--- src/rtl/alu_issue_pkg.sv ---
// Shared constants for the ALU issue controller: ALU op codes, RV32 opcode and
// funct fields, and the FSM state encoding.
package alu_issue_pkg;

  localparam logic [3:0] ALU_ADD = 4'b1000;
  localparam logic [3:0] ALU_SUB = 4'b1010;
  localparam logic [3:0] ALU_AND = 4'b1100;
  localparam logic [3:0] ALU_OR  = 4'b1101;
  localparam logic [3:0] ALU_SLL = 4'b0000;
  localparam logic [3:0] ALU_SRL = 4'b0010;

  localparam logic [6:0] OPC_OP     = 7'b0110011;
  localparam logic [6:0] OPC_OPIMM  = 7'b0010011;
  localparam logic [6:0] OPC_BRANCH = 7'b1100011;

  localparam logic [2:0] F3_ADD = 3'b000;
  localparam logic [2:0] F3_SLL = 3'b001;
  localparam logic [2:0] F3_SRL = 3'b101;
  localparam logic [2:0] F3_OR  = 3'b110;
  localparam logic [2:0] F3_AND = 3'b111;
  localparam logic [2:0] F3_BEQ = 3'b000;
  localparam logic [2:0] F3_BNE = 3'b001;

  localparam logic [6:0] F7_BASE = 7'b0000000;
  localparam logic [6:0] F7_ALT  = 7'b0100000;

  typedef enum logic [1:0] {ST_IDLE, ST_DECODE, ST_EXEC, ST_WB} state_t;

endpackage

--- src/rtl/alu_issue_imm_gen.sv ---
// Combinational I- and B-type immediate extraction from an RV32 instruction word.
module alu_issue_imm_gen (
  input  logic [31:0] instr,
  output logic [31:0] imm_i,
  output logic [31:0] imm_b
);

  assign imm_i = {{20{instr[31]}}, instr[31:20]};
  assign imm_b = {{19{instr[31]}}, instr[31], instr[7], instr[30:25], instr[11:8], 1'b0};

  logic unused_bits;
  assign unused_bits = ^{instr[19:12], instr[6:0]};

endmodule

--- src/rtl/alu_issue_ctrl.sv ---
// Multi-cycle issue controller in front of the ALU: accept, decode, wait EXEC_CYCLES,
// then pulse writeback / branch / illegal. BNE decode enabled by BRANCH_NE_SUPPORT_EN.
module alu_issue_ctrl
  import alu_issue_pkg::*;
#(
  parameter int XLEN        = 32,
  parameter int EXEC_CYCLES = 1
) (
  input  logic            clk,
  input  logic            reset_n,
  input  logic            instr_valid,
  output logic            instr_ready,
  input  logic [31:0]     instr,
  input  logic [XLEN-1:0] rs1_data,
  input  logic [XLEN-1:0] rs2_data,
  output logic [3:0]      ALUOperation,
  output logic [XLEN-1:0] Data1_RF,
  output logic [XLEN-1:0] Data2_shift_cond_mux,
  output logic [4:0]      shamt,
  input  logic [XLEN-1:0] ALUResult_ALU,
  input  logic            ZeroFlag,
  output logic            wb_en,
  output logic [4:0]      wb_rd,
  output logic [XLEN-1:0] wb_data,
  output logic            branch_valid,
  output logic            branch_taken,
  output logic [XLEN-1:0] branch_offset,
  output logic            illegal_instr
);

  localparam logic [3:0] CNT_INIT = 4'(EXEC_CYCLES - 1);

  state_t          state;
  logic [31:0]     instr_q;
  logic [XLEN-1:0] rs1_q, rs2_q, res_q;
  logic [3:0]      cnt;
  logic            ill_q, br_q, bne_q, zf_q;
  logic [XLEN-1:0] imm_i, imm_b;

  logic [3:0]      dec_op;
  logic [XLEN-1:0] dec_b;
  logic [4:0]      dec_sh;
  logic            dec_ill, dec_br, dec_bne;

  wire [6:0] opc = instr_q[6:0];
  wire [2:0] f3  = instr_q[14:12];
  wire [6:0] f7  = instr_q[31:25];
  wire [4:0] rd  = instr_q[11:7];

  alu_issue_imm_gen u_imm (.instr(instr_q), .imm_i(imm_i), .imm_b(imm_b));

  always_comb begin
    dec_op  = ALU_ADD;
    dec_b   = rs2_q;
    dec_sh  = rs2_q[4:0];
    dec_ill = 1'b0;
    dec_br  = 1'b0;
    dec_bne = 1'b0;
    case (opc)
      OPC_OP: begin
        case (f3)
          F3_ADD: begin
            if (f7 == F7_BASE)     dec_op = ALU_ADD;
            else if (f7 == F7_ALT) dec_op = ALU_SUB;
            else                   dec_ill = 1'b1;
          end
          F3_AND: dec_op = ALU_AND;
          F3_OR:  dec_op = ALU_OR;
          F3_SLL: dec_op = ALU_SLL;
          F3_SRL: begin
            if (f7 == F7_BASE) dec_op = ALU_SRL;
            else               dec_ill = 1'b1;
          end
          default: dec_ill = 1'b1;
        endcase
      end
      OPC_OPIMM: begin
        dec_b  = imm_i;
        dec_sh = instr_q[24:20];
        case (f3)
          F3_ADD: dec_op = ALU_ADD;
          F3_AND: dec_op = ALU_AND;
          F3_OR:  dec_op = ALU_OR;
          F3_SLL: begin
            if (f7 == F7_BASE) dec_op = ALU_SLL;
            else               dec_ill = 1'b1;
          end
          F3_SRL: begin
            if (f7 == F7_BASE) dec_op = ALU_SRL;
            else               dec_ill = 1'b1;
          end
          default: dec_ill = 1'b1;
        endcase
      end
      OPC_BRANCH: begin
        // Branches compare via SUB; ZeroFlag resolves equality.
        dec_op = ALU_SUB;
        dec_br = 1'b1;
        case (f3)
          F3_BEQ: ;
`ifdef BRANCH_NE_SUPPORT_EN
          F3_BNE: dec_bne = 1'b1;
`endif
          default: dec_ill = 1'b1;
        endcase
      end
      default: dec_ill = 1'b1;
    endcase
  end

  always_ff @(posedge clk) begin
    if (!reset_n) begin
      state                <= ST_IDLE;
      instr_ready          <= 1'b0;
      instr_q              <= '0;
      rs1_q                <= '0;
      rs2_q                <= '0;
      res_q                <= '0;
      cnt                  <= '0;
      ill_q                <= 1'b0;
      br_q                 <= 1'b0;
      bne_q                <= 1'b0;
      zf_q                 <= 1'b0;
      ALUOperation         <= ALU_ADD;
      Data1_RF             <= '0;
      Data2_shift_cond_mux <= '0;
      shamt                <= '0;
      wb_en                <= 1'b0;
      wb_rd                <= '0;
      wb_data              <= '0;
      branch_valid         <= 1'b0;
      branch_taken         <= 1'b0;
      branch_offset        <= '0;
      illegal_instr        <= 1'b0;
    end else begin
      wb_en         <= 1'b0;
      branch_valid  <= 1'b0;
      illegal_instr <= 1'b0;
      case (state)
        ST_IDLE: begin
          instr_ready <= 1'b1;
          if (instr_valid && instr_ready) begin
            instr_q     <= instr;
            rs1_q       <= rs1_data;
            rs2_q       <= rs2_data;
            instr_ready <= 1'b0;
            state       <= ST_DECODE;
          end
        end
        ST_DECODE: begin
          ill_q <= dec_ill;
          br_q  <= dec_br;
          bne_q <= dec_bne;
          if (dec_ill) begin
            state <= ST_WB;
          end else begin
            ALUOperation         <= dec_op;
            Data1_RF             <= rs1_q;
            Data2_shift_cond_mux <= dec_b;
            shamt                <= dec_sh;
            cnt                  <= CNT_INIT;
            state                <= ST_EXEC;
          end
        end
        ST_EXEC: begin
          if (cnt == 4'd0) begin
            res_q <= ALUResult_ALU;
            zf_q  <= ZeroFlag;
            state <= ST_WB;
          end else begin
            cnt <= cnt - 4'd1;
          end
        end
        ST_WB: begin
          state       <= ST_IDLE;
          instr_ready <= 1'b1;
          if (ill_q) begin
            illegal_instr <= 1'b1;
          end else if (br_q) begin
            branch_valid  <= 1'b1;
            branch_taken  <= zf_q ^ bne_q;
            branch_offset <= imm_b;
          end else if (rd != 5'd0) begin
            wb_en   <= 1'b1;
            wb_rd   <= rd;
            wb_data <= res_q;
          end
        end
        default: state <= ST_IDLE;
      endcase
    end
  end

endmodule

--- config.mk ---
export PLATFORM = sky130hd
export DESIGN_NAME = alu_issue_ctrl
export DESIGN_NICKNAME = d
export VERILOG_FILES = /design/src/rtl/alu_issue_pkg.sv /design/src/rtl/alu_issue_imm_gen.sv /design/src/rtl/alu_issue_ctrl.sv
export SDC_FILE = /design/constraint.sdc
export NUM_CORES = 1
export LEC_CHECK = 0
export CORE_ASPECT_RATIO = 0.9
export CORE_UTILIZATION = 41
export CTS_BUF_LIST = sky130_fd_sc_hd__clkbuf_2
export DETAILED_ROUTE_END_ITERATION = 8
export GPL_ROUTABILITY_DRIVEN = 0
export PLACE_DENSITY = 0.78
export SKIP_LAST_GASP = 1
export SYNTH_ARGS = -nofsm -noshare
export SYNTH_HDL_FRONTEND = slang
export SYNTH_HIERARCHICAL = 1
export SYNTH_SLANG_ARGS = --single-unit
--- constraint.sdc ---
create_clock -name clk -period 3.5 [get_ports clk]
set_clock_uncertainty 0.15 [all_clocks]
set_input_delay 0.7 -clock clk [delete_from_list [all_inputs] [get_ports clk]]
set_output_delay 0.7 -clock clk [all_outputs]
set_load 0.01 [all_outputs]
==> Yosys cells after proc, flatten, opt, wreduce, memory -nomap -nowiden <==
Cells that the tools add are included.
{ "classes": {"addsub": 1, "n_eq_ne": 15, "mux": 29, "bitwise_logic": 5, "reduce_logical": 21} }
{ "ops": {"columns": ["operator", "count"], "rows": [
  ["$mux 32", 1],
  ["$pmux 4 s5", 1],
  ["$mux 4", 4],
  ["$pmux 4 s4", 1],
  ["$eq 7x6->1 const B", 2],
  ["$pmux 4 s3", 1],
  ["$mux 1", 10],
  ["$reduce_and 2->1", 5],
  ["$eq 3x3->1 const B", 3],
  ["$reduce_or 3->1", 3],
  ["$mux 2", 4],
  ["$ne 2x2->1 const B", 4],
  ["$pmux 2 s4", 1],
  ["$pmux 4 s2", 1],
  ["$eq 7x5->1 const B", 1],
  ["$eq 7x7->1 const B", 1],
  ["$logic_not 7->1", 1],
  ["$pmux 1 s3", 2],
  ["$reduce_and 3->1", 2],
  ["$mux 5", 1],
  ["$not 1->1", 5],
  ["$reduce_bool 5->1", 1],
  ["$eq 2x2->1 const B", 2],
  ["$logic_not 4->1", 1],
  ["other kinds (11)", 13]
]} }
{ "word_totals": {"regBits": 264, "in_bits": 132, "word_cells": 92} }

==> Longest topological paths before layout <==
{ "depth": {"ltp_word": 7, "ltp_mapped": 9} }

==> Modules after synthesis <==
The synthesis kept the hierarchy.
{ "modules_own_cells": {"columns": ["module", "instances", "cells_each", "area_per_inst_um2", "seq_area_each_um2"], "rows": [
  ["alu_issue_ctrl", 1, 1282, 10450.0, 5685.5],
  ["alu_issue_imm_gen", 1, 65, 484.2, 0.0]
]} }

==> Least setup slack after synthesis <==
Ideal clock, no wire load.
{ "synth_path": {"kind": "register to register", "from": "register instr_q[31]", "to": "register Data2_shift_cond_mux[11]", "setup_ns": 0.086, "arrival_ns": 2.435, "required_ns": 3.264, "setup_slack_ns": 0.829, "path_stages_with_launch": 8, "n_path_buf": 2, "path_cell_list": "dfxtp_1 or4_4 nor3_1 a221o_2 and3_1 buf_4 buf_2 a211oi_1"} }
{ "synth_between": {"elab_chain_cells": 7, "elab_cells_between_ends": 11, "cone_classes": "1 x eq/ne; 7 x mux; 1 x bitwise; 2 x reduce/logical"} }
{ "synth_lines": {"columns": ["element", "line_no", "source"], "rows": [
  ["from (decl)", "alu_issue_ctrl.sv:34", "logic [31:0] instr_q;"],
  ["from (signal assigned)", "alu_issue_ctrl.sv:143", "instr_q <= instr;"],
  ["$eq 7x6->1", "alu_issue_ctrl.sv:64", "else if (f7 == F7_ALT) dec_op = ALU_SUB;"],
  ["$mux 1", "alu_issue_ctrl.sv:64", null],
  ["$mux 1", "alu_issue_ctrl.sv:63", "if (f7 == F7_BASE) dec_op = ALU_ADD;"],
  ["$pmux 1 s3", "alu_issue_ctrl.sv:61", "case (f3)"],
  ["$pmux 1 s3", "alu_issue_ctrl.sv:59", "case (opc)"],
  ["$not 1->1 (no source line)", null, null],
  ["$reduce_and 2->1 (no source line)", null, null],
  ["to (signal assigned)", "alu_issue_ctrl.sv:126", "Data2_shift_cond_mux <= '0;"],
  ["to (signal assigned)", "alu_issue_ctrl.sv:159", "Data2_shift_cond_mux <= dec_b;"],
  ["to (decl)", "alu_issue_ctrl.sv:18", "output logic [XLEN-1:0] Data2_shift_cond_mux,"]
]} }
Several ways; a longest one is shown, not always the timed one.
A chain may end at the register's enable or synchronous reset.

==> Final worst setup path <==
{ "layout_path": {"from": "register instr_q[31]", "to": "register Data2_shift_cond_mux[24]"} }
Same word-level chain as after synthesis.

==> results by group <==
Outcome
  • Outcome: complete, no violations

Floorplanning
  • Die X: 173 µm
  • Die H: 156 µm
  • Core area: 0.0255 mm²
  • Num ports: 279
  • Initial Utilization: 42.3%
  • Rows: 55
  • Die footprint: 0.0269 mm²

Worst setup path
  • CP startpoint kind: register
  • Worst EP required: 4.02 ns
  • CP endpoint kind: register
  • Crit path kind: register to register
  • Arrival time at the worst endpoint: 3.55 ns
  • Crit path cell chain: nor4_1 > nand3_1 > a311oi_1 > and3_4 > buf_12 > nor2_1 > a211oi_1
  • CP max-delay cell: nor4_1
  • Max incr delay on CP: 0.63 ns
  • Critical Path Fanout Max: 63

Power and ir drop
  • Tot Pwr: 7.12 mW
  • Power density cells: 510 mW/mm²
  • LEAKAGE: 4.66 nW
  • Maximum vdd drop: 0.000219 V

Detailed routing
  • Met2 WL: 13.2 mm
  • DR top layer: met5
  • DRT Pass-1 Iters: 5
  • WL/cell: 15.0 µm
  • Post-route met1 wirelength: 12.1 mm
  • Residual DRC: 0
  • Routed WL: 28.8 mm
  • Post-DRT Antenna Nets: 0
  • WL met3: 2.38 mm
  • DR vias/cell: 5.00
  • Iter 0 DRT Violations: 539
  • Via count: 9,588

STA
  • Slew @ Worst Pin: 1.19 ns
  • Headroom to the max-slew limit: 20.6%
  • Hold slack: 0.276 ns
  • Final slew viol count: 0
  • RSZ-0062 raised after global routing: false
  • Total negative setup slack: 0 ns
  • FMAX: 330 MHz
  • Fin crit share: 86.5%
  • Final min period: 3.03 ns
  • Final setup viols: 0
  • Hold Vio Cnt, Final: 0

Layout
  • Area of the multi-input gates: 0.00433 mm²
  • Fraction of layout cells with a size suffix above 1: 9.47%
  • Reg area: 0.00559 mm²
  • Finished Layout Cells: 1,918
  • Filler cell count: 2,370
  • Nets: 1,673
  • Area grow syn2layout: 29.6%

Global route
  • Vias in the first global route: 9,164
  • First-pass GRT wire length: 45.8 mm
  • GR Overflow Total: 0
  • Antenna violations before repair: 3
  • Largest net degree at the start of global routing: 124
  • GRT Total Usage: 20.9%

Yosys
  • Post-Syn Instances: 1,327
  • Post-synthesis net count: 1,464
  • Post-Syn Area: 0.0108 mm²
  • Syn Area/Cell: 8.12 µm²
  • Syn. warnings: 6

Clock tree
  • Cts bufs inserted: 73
  • CTS Buffer Depth: 3
  • Clk root buf: clkbuf_2
  • Post-CTS Resized: 0
  • CTS HTree Levels: 3
  • Clock transition at path regs: 0.09 ns
  • Later-pin clock latency in the skew report: 0.81 ns
  • Cts-stage hold buffer count: 0
  • Setup bufs post-CTS: 0
  • Clock Sinks: 279
  • CTS tree: built

Flow run
  • Max-Cap Viols: 0

Placed design
  • Post-DP HPWL: 18.8 mm
  • Port bufs: 273
  • DP Cell Count: 1,803

Min path
  • Hold WC Path Type: input pin to register
==> cells in the final DEF (no fill, tap or decap), types with 2 or more instances in the layout <==
master / count
nand2_1: 453
nand2b_1: 2
dfxtp_1: 278
o21ai_0: 7
a21oi_1: 232
buf_4: 13
ha_1: 5
clkbuf_2: 101
nand3b_1: 3
o21ai_1: 2
a211oi_2: 10
nor3b_1: 2
mux2i_1: 37
nand4bb_1: 2
inv_1: 6
a311oi_1: 3
nor3_1: 6
a22oi_1: 4
clkinv_1: 7
a211oi_1: 27
or4_1: 3
nor2_1: 51
or3_1: 2
buf_12: 6
and3_4: 2
bufinv_16: 3
clkdlybuf4s50_1: 273
nand3_1: 2
diode_2: 2
o41ai_2: 2
nor2b_1: 6
==> layer usage <==
layer | vias to the layer above | track usage [%]
met1 | 4429 | 24.6
met2 | 321 | 33.4
met4 | 2 | 11.5
li1 | 4755 | -
met5 | - | 0
met3 | 81 | 7.33
==> worst max-delay path: cells and delay by family, from the launching register on <==
family	cells	cell delay [ns]
compound gates	2	0.70
buf+inv	1	0.29
flops	1	0.48
simple gates	4	1.28
==> area by class of cell <==
| cell class | instances | area share [%] |
|---|---|---|
| Inverter | 7 | 0.242 |
| Antenna cell | 2 | 0.0358 |
| Tap cell | 342 | 3.06 |
| Clock buffer | 101 | 3.62 |
| Multi-Input combinational cell | 883 | 31.0 |
| Sequential cell | 279 | 40.0 |
| Timing Repair Buffer | 292 | 21.1 |
| Clock inverter | 12 | 0.914 |
==> state kept, by name (all words and copies together), names as in the netlist, 2 cells and up <==
name	cells
Data1_RF	32
Data2_shift_cond_mux	32
branch_offset	32
res_q	32
rs1_q	32
rs2_q	32
wb_data	32
instr_q	27
shamt	5
wb_rd	5
ALUOperation	4
cnt	4
state	2
==> worst paths after layout <==
kind	startpoint	endpoint	slack [ns]	cells after the start
worst min register to register	res_q[24]	wb_data[24]	0.28	2
worst max-delay path	instr_q[31]	Data2_shift_cond_mux[24]	0.47	7
worst min-delay path	ALUResult_ALU[21]	res_q[21]	0.28	3
worst max register to register	instr_q[31]	Data2_shift_cond_mux[24]	0.47	7
==> metrics by stage <==
| stage | util (%) | area (µm²) | setup WS, ns |
|---|---|---|---|
| after CTS | 54.8 | 14000 | 0.490 |
| after global placement | 52.3 | 13300 | 0.702 |
| after global routing | 54.8 | 14000 | 0.342 |
| after floorplan | - | 10800 | 0.829 |
| after detailed placement | 52.3 | 13300 | 0.545 |
| final | 54.8 | 14000 | 0.471 |
==> where the power goes <==
group | total, mW | internal [mW] | switching (mW)
Clock | 2.25 | 0.977 | 1.27
Combinational | 1.24 | 0.491 | 0.744
Sequential | 3.64 | 3.44 | 0.200
Note: power is estimated with default switching activity, not from simulation.
